===== src/rtl/p3_reg_file.sv =====
// ---------------------------------------------------------------------------
// p3_reg_file
//
// Purpose:
//   This is the eight-entry register file for the Simple RISC Machine datapath.
//   It has one synchronous write port, fed by the writeback mux, and one
//   combinational read port, which feeds the operand load registers.
//   A synchronous reset clears every register. Reset takes priority over a
//   write that is presented in the same cycle.
//
// Parameters:
//   DATA_WIDTH  width of each register and of the data ports (default 16)
//   ADDR_WIDTH  register index width (default 3)
//   NUM_REGS    register count; must equal 2**ADDR_WIDTH (default 8)
//
// Ports:
//   i_clk        in   1           rising-edge clock
//   i_reset      in   1           synchronous, active-high; clears all registers
//   i_data_in    in   DATA_WIDTH  write data
//   i_writenum   in   ADDR_WIDTH  write register index
//   i_write      in   1           write enable
//   i_readnum    in   ADDR_WIDTH  read register index
//   o_data_out   out  DATA_WIDTH  contents of R[i_readnum]
// ---------------------------------------------------------------------------
module p3_reg_file #(
  parameter int DATA_WIDTH = 16,
  parameter int ADDR_WIDTH = 3,
  parameter int NUM_REGS   = 8
) (
  input  logic                  i_clk,
  input  logic                  i_reset,
  input  logic [DATA_WIDTH-1:0] i_data_in,
  input  logic [ADDR_WIDTH-1:0] i_writenum,
  input  logic                  i_write,
  input  logic [ADDR_WIDTH-1:0] i_readnum,
  output logic [DATA_WIDTH-1:0] o_data_out
);

  logic [DATA_WIDTH-1:0] r_regFile [NUM_REGS];
  logic [NUM_REGS-1:0]   w_writeDec;
  logic [NUM_REGS-1:0]   w_loadEn;
  logic [NUM_REGS-1:0]   w_readDec;
  logic [DATA_WIDTH-1:0] w_readData;

  // This is the one-hot write decoder. Exactly one bit is set for any index,
  // so every code selects a real register. There are no illegal indices.
  always_comb begin
    w_writeDec = '0;
    for (int i = 0; i < NUM_REGS; i++) begin
      if (i_writenum == ADDR_WIDTH'(i)) begin
        w_writeDec[i] = 1'b1;
      end
    end
  end

  // Gating the decoder with the write enable produces the per-register
  // load enables. When the write enable is low, no register loads.
  assign w_loadEn = w_writeDec & {NUM_REGS{i_write}};

  // Each register has its own storage element with a private load enable.
  // Reset is checked first, which gives it priority over a write in the same cycle.
  // R0 is an ordinary register here; it is not hardwired to zero.
  for (genvar g = 0; g < NUM_REGS; g++) begin : g_regs
    always_ff @(posedge i_clk) begin
      if (i_reset) begin
        r_regFile[g] <= '0;
      end else if (w_loadEn[g]) begin
        r_regFile[g] <= i_data_in;
      end
    end
  end

  // This is the one-hot read decoder. It drives the AND-OR mux below.
  always_comb begin
    w_readDec = '0;
    for (int i = 0; i < NUM_REGS; i++) begin
      if (i_readnum == ADDR_WIDTH'(i)) begin
        w_readDec[i] = 1'b1;
      end
    end
  end

  // The one-hot AND-OR mux selects the register chosen by the read decoder.
  // The read path has no register and no write bypass. A register that is
  // being written shows its old value until the clock edge.
  always_comb begin
    w_readData = '0;
    for (int i = 0; i < NUM_REGS; i++) begin
      w_readData = w_readData | (r_regFile[i] & {DATA_WIDTH{w_readDec[i]}});
    end
  end

  assign o_data_out = w_readData;

endmodule


===== config.mk =====
export PLATFORM = sky130hd
export DESIGN_NAME = p3_reg_file
export DESIGN_NICKNAME = d
export VERILOG_FILES = /design/src/rtl/p3_reg_file.sv
export SDC_FILE = /design/constraint.sdc
export NUM_CORES = 1
export LEC_CHECK = 0
export CORE_MARGIN = 1.5
export CORE_UTILIZATION = 45
export CTS_CLUSTER_DIAMETER = 200
export DETAILED_ROUTE_END_ITERATION = 8
export GPL_TIMING_DRIVEN = 0
export PLACE_DENSITY = 0.73
export SYNTH_ARGS = -nofsm -noshare
export SYNTH_HDL_FRONTEND = slang
export SYNTH_SLANG_ARGS = --single-unit

===== constraint.sdc =====
create_clock -name i_clk -period 1.9 [get_ports i_clk]
set_input_delay 0.19 -clock i_clk [delete_from_list [all_inputs] [get_ports i_clk]]
set_output_delay 0.19 -clock i_clk [all_outputs]
set_load 0.01 [all_outputs]

==> results of run 1 <==
[power groups by stage]
stage          registers (uW)  logic (uW)  clock network (uW)
2_1_floorplan            3380         405                   0
5_1_grt                  3370         899                3440
3_5_place_dp             3400         758                   0
6_report                 3350         856                3330
3_3_place_gp             3390         704                   0
4_1_cts                  3350         760                3330
[cell type report]
| type | instances | share of cell area |
|---|---|---|
| well taps | 172 | 0.0294 |
| flip-flops and latches | 128 | 0.524 |
| inverters | 16 | 0.00819 |
| repair buffers | 56 | 0.0826 |
| multi-input cells | 192 | 0.243 |
| plain buffers | 38 | 0.0306 |
| clock buffers | 18 | 0.0586 |
| clock inverters | 13 | 0.0232 |
[layer usage]
metal  wire length [microns]  global-route usage  share of wire  vias up
met5                       0                   0              0        -
met4                     603               0.133          0.037        0
met3                    1740              0.0618           0.11       50
met2                    7960               0.402           0.49      294
met1                    5910               0.323           0.36     1950
li1                        -                   -              -     1627
[synth_stat cells]
cell type,n
edfxtp_1,128
nor3_1,128
mux4_1,28
clkbuf_1,20
clkinv_1,16
mux2_2,16
o21bai_1,8
buf_2,7
buf_1,6
buf_6,4
mux4_2,4
nand2b_1,3
nand2_1,2
clkbuf_2,1
nand3b_1,1
or2_2,1
or3b_2,1
[worst min-delay path by stage]
stage / startpoint / end / cells past startpoint
5_1_grt: i_data_in[3] / r_regFile[0][35]$_SDFFCE_PN0P_ / 3
6_report: i_data_in[3] / r_regFile[1][3]$_SDFFCE_PN0P_ / 3
2_1_floorplan: i_data_in[0] / r_regFile[0][16]$_SDFFCE_PN0P_ / 2
4_1_cts: i_data_in[3] / r_regFile[0][35]$_SDFFCE_PN0P_ / 3
3_3_place_gp: i_data_in[3] / r_regFile[0][3]$_SDFFCE_PN0P_ / 3
3_5_place_dp: i_data_in[3] / r_regFile[0][35]$_SDFFCE_PN0P_ / 3
[kinds of logic after synthesis]
| family | synth area share |
|---|---|
| buffers and inverters | 0.0415 |
| multiplexers | 0.172 |
| flip-flops | 0.658 |
| AND/OR/NAND/NOR | 0.118 |
| AO/OA/AOI/OAI | 0.0103 |
[repair_timing]
item,4_1_cts,5_1_grt
endpoints found under the setup margin,132,148
hold buffers,0,0
gates cloned,1,0
pin swaps,2,5
buffers inserted,3,6
resized for setup,105,39
[per-stage QoR]
step / utilization / total power, uW
global placement: 0.510 / 4090
detailed placement: 0.521 / 4150
floorplan: - / 3780
CTS: 0.568 / 7440
finish: 0.581 / 7540
global route: 0.581 / 7710
==> metrics.txt, run 1 <==
outcome=complete, but fails checks; violated checks=negative setup slack; CTS tree=yes; Post-Syn Area=5840 sq um; pin count of the biggest net entering global routing=17; CP Launch Type=register; DP Cell Count=592; cell chain of the critical path=mux4_2, mux2_4, buf_6; Critical Path AT=1.71 ns; Crit. path cell count=3; Iteration-0 DRC Markers=416; final std cells w/o fill=633; CP delay by family, top=multiplexers; post-synthesis sequential area ratio=0.658; Remaining DRCs=0; Final GP Congestion=0.841; Yosys top cell by area=edfxtp_1; Vias=3921; first-pass GRT wire length=23.9 mm; Port Buf Inserts=38; Switching Power=1670 uW; slowest stage cell, crit path=mux4_2; Post-Syn Instances=374; Internal Power=5870 uW; RSZ-0062 raised after global routing=true; number of distinct library cells after synthesis=17; design area=7330 sq um; setup TNS=-0.00157 ns; Core Area=12600 sq um; Crit Path Class=register to output pin; total track usage=0.252; GRT Residual Overflow=0; syn nets=399; Buf+Inv Stages, Crit Path=1; Final nets=474; Leak Pwr=0.00241 uW; Hold Crit Class=input port to register; placed instance area=6580 sq um; vias in the first global route=4000; CP Capture Type=output pin; Yosys Warn Count=0; Setup violations, final=1; clock share of power=0.442; Root Driver=clkbuf_16; Fin Hold WS=0.568 ns; die width=117 microns; Max Freq=526 MHz; WL per Instance=25.6 microns; Crit path required time=1.71 ns; main area contributors after synthesis=edfxtp_1, mux4_1, nor3_1; fraction of layout cells with a size suffix above 1=0.308; initial antenna violation count=0; clock sink total=128; CTS buffer count=17; Avg Inst Size Synth=15.6 sq um; number of detailed-route iterations in the first pass=5; crit share post-route=1.00; crit path capture=o_data_out[10]; dpl ws=-0.879 ns; Switching Fraction=0.222; Hold Fails Final Rpt=0; max incr delay on CP=0.48 ns; Max FO, Critical Path=1; maxcap violations=0; top cell type's share of synthesized area=0.658; most frequent cells in the layout=nor3_1, edfxtp_1, mux4_2, clkdlybuf4s50_1, buf_6; Multi-input gate area=1780 sq um; post-DP HPWL=9.84 mm; Initial Utilization=0.463; drt via density=6.19; post-route ant nets=0; Worst Setup SP=r_regFile[0][42]$_SDFFCE_PN0P_; Routed WL=16.2 mm; number of I/O pins=41; Slew headroom=0.500; fill count=988; Setup WS post-layout=-0.00157 ns; Peak VDD IR=0.611 mV; Largest regs=r_regFile (128); Final min period=1.90 ns; Die Span Y=117 microns; synthesis-to-finish area growth=25.5%; CTS clk-pin slew, worst paths=0.06 ns; Yosys reg bits=128; overall die area=13700 sq um; n_diodes=0; Register Area=3840 sq um; Top reg by flops=r_regFile; PwrDens=1030 nW/um^2; Slew Limit Fails=0; actual slew at the worst max-slew pin=0.750 ns; H-tree level count=4; row count=41; max reg flops=128; Clock Path Buffers=2; combinational power share=0.113; sequential power share=0.445
No activity file was read; power rests on OpenSTA's default activity.
==> run 2, diff against run 1 <==
- CELL_PAD_IN_SITES_DETAIL_PLACEMENT: not set -> 0
- CELL_PAD_IN_SITES_GLOBAL_PLACEMENT: not set -> 1
- CORE_ASPECT_RATIO: not set -> 2
- PLACE_DENSITY: 0.73 -> 0.83
==> run 2 against run 1 <==
  * The flow still finishes with violations (negative setup slack)
  * Non-clock buffer count shrank 7
  * Total power rose by 3.3%
  * Final area fell by 0.43%
  * Setup slack got worse by 0.058 ns
  * Cell count shrank 4.4%
  * Flip-flop and latch count unchanged
  * Clock-buffer cell count shrank 1
  * Die area increased by 0.30%
  * Sequential power hardly changed
  * Routed wire length up 3.5%
  * Critical path type unchanged
  * Largest cell class unchanged
  * Largest power group is now clock
  * Highest routed layer unchanged
==> metrics.txt, run 2 (synthesis gave the netlist of run 1 again) <==
setup TNS=-0.343 ns (was -0.00157 ns); Slew Limit Fails=0 (unchanged); number of I/O pins=41 (unchanged); H-tree level count=4 (unchanged); Largest regs=r_regFile (128) (unchanged); n_diodes=0 (unchanged); Crit Path Class=register to output pin (unchanged); outcome=complete, but fails checks (unchanged); max reg flops=128 (unchanged); Final nets=467 (was 474); Max FO, Critical Path=1 (unchanged); WL per Instance=27.7 microns (was 25.6 microns); Critical Path AT=1.77 ns (was 1.71 ns); overall die area=13700 sq um (about the same); first-pass GRT wire length=24.8 mm (was 23.9 mm); RSZ-0062 raised after global routing=true (unchanged); Clock Path Buffers=2 (unchanged); PwrDens=1070 nW/um^2 (was 1030 nW/um^2); combinational power share=0.112 (was 0.113); synthesis-to-finish area growth=24.9% (was 25.5%); violated checks=negative setup slack (unchanged); CP Capture Type=output pin (unchanged); Hold Fails Final Rpt=0 (unchanged); vias in the first global route=3963 (was 4000); fill count=998 (was 988); CTS buffer count=17 (unchanged); Core Area=12600 sq um (about the same); Internal Power=6020 uW (was 5870 uW); clock share of power=0.457 (was 0.442); Vias=3861 (was 3921); Crit path required time=1.71 ns (about the same); pin count of the biggest net entering global routing=17 (unchanged); Port Buf Inserts=38 (unchanged); CTS clk-pin slew, worst paths=0.06 ns (about the same); sequential power share=0.430 (was 0.445); total power=7790 uW (was 7540 uW); CP Launch Type=register (unchanged); Fin Hold WS=0.561 ns (was 0.568 ns); actual slew at the worst max-slew pin=0.818 ns (was 0.750 ns); Hold Buf Count CTS=0 (unchanged); row count=58 (was 41); Max Freq=510 MHz (was 526 MHz); Final min period=1.96 ns (was 1.90 ns); GRT Residual Overflow=0 (unchanged); initial antenna violation count=0 (unchanged); fraction of layout cells with a size suffix above 1=0.286 (was 0.308); placed instance area=6560 sq um (was 6580 sq um); Peak VDD IR=0.824 mV (was 0.611 mV); Slew headroom=0.454 (was 0.500); Die Span Y=164 microns (was 117 microns); Iteration-0 DRC Markers=533 (was 416); Hold Crit Class=input port to register (unchanged); total track usage=0.256 (was 0.252); Routed WL=16.8 mm (was 16.2 mm); Setup WS post-layout=-0.0597 ns (was -0.00157 ns); maxcap violations=0 (unchanged); die width=83.6 microns (was 117 microns); Initial Utilization=0.463 (about the same); Final GP Congestion=0.876 (was 0.841); Switching Fraction=0.227 (was 0.222); Top reg by flops=r_regFile (unchanged); most frequent cells in the layout=nor3_1, edfxtp_1, mux4_2, clkdlybuf4s50_1, buf_6 (unchanged); number of detailed-route iterations in the first pass=6 (was 5); Remaining DRCs=0 (unchanged); post-route ant nets=0 (unchanged); Switching Power=1760 uW (was 1670 uW); design area=7300 sq um (was 7330 sq um); CTS tree=yes (unchanged); Setup violations, final=9 (was 1); drt via density=6.38 (was 6.19); Leak Pwr=0.00244 uW (was 0.00241 uW); crit share post-route=1.03 (was 1.00); Root Driver=clkbuf_16 (unchanged); post-DP HPWL=11.0 mm (was 9.84 mm); clock sink total=128 (unchanged)
==> run 2: cell types whose count changed in the layout (fill, tap and decap cells not counted), moves of 2 or more <==
cell      change
mux2_4        +7
mux4_1        +5
buf_12        -3
mux2_2        -7
o21bai_2      +3
buf_2         -4
clkinv_2      -2
mux4_2        -5
buf_4         -2
buf_8         +2
o21bai_4      -3
clkinv_4      +4
==> run 2: layer usage <==
metal	part of all wire	up-vias	track usage
met3	0.077	52	0.0457
met1	0.32	1899	0.282
met5	0	-	0
met2	0.55	289	0.467
li1	-	1621	-
met4	0.049	0	0.133
==> run 2: repair_timing <==
item / CTS / global route
endpoints found under the setup margin: 80 / 107
gates resized for setup: 127 / 17
buffers inserted: 0 / 3
gates cloned: 0 / 0
pin swaps: 0 / 2
==> run 2: per-stage QoR <==
step / worst slack (ns) / instances / util
after floorplan: -0.144 / 374 / -
after global placement: -1.49 / 562 / 0.508
after detailed placement: -0.971 / 570 / 0.520
after CTS: -0.0656 / 602 / 0.574
after global routing: -0.0736 / 605 / 0.578
final: -0.0597 / 605 / 0.578
==> run 2: cell type report <==
| class | count | area (sq um) | area share |
|---|---|---|---|
| plain buffers | 38 | 218 | 0.0298 |
| repair buffers | 49 | 542 | 0.0742 |
| well taps | 150 | 188 | 0.0257 |
| clock buffers | 17 | 425 | 0.0583 |
| flip-flops and latches | 128 | 3840 | 0.527 |
| clock inverters | 15 | 218 | 0.0298 |
| multi-input cells | 192 | 1800 | 0.247 |
| inverters | 16 | 60.1 | 0.00823 |
==> run 2: worst paths after layout <==
kind	from	end	slack (ns)	cells past startpoint
hold / removal	i_data_in[15]	r_regFile[0][63]$_SDFFCE_PN0P_	0.56	3
setup / recovery	r_regFile[0][32]$_SDFFCE_PN0P_	o_data_out[0]	-0.06	3
==> run 2: critical path: stages (launching register included) <==
cell and delay, ns:
edfxtp_1 0.39, mux4_2 0.53, mux2_4 0.30, buf_6 0.12
==> run 2: power by group through the flow <==
stage	clock, uW	combinational, uW	sequential (uW)
after floorplan	0	405	3380
after global placement	0	732	3390
after detailed placement	0	783	3400
after CTS	3540	853	3350
after global routing	3650	913	3360
final	3560	875	3350
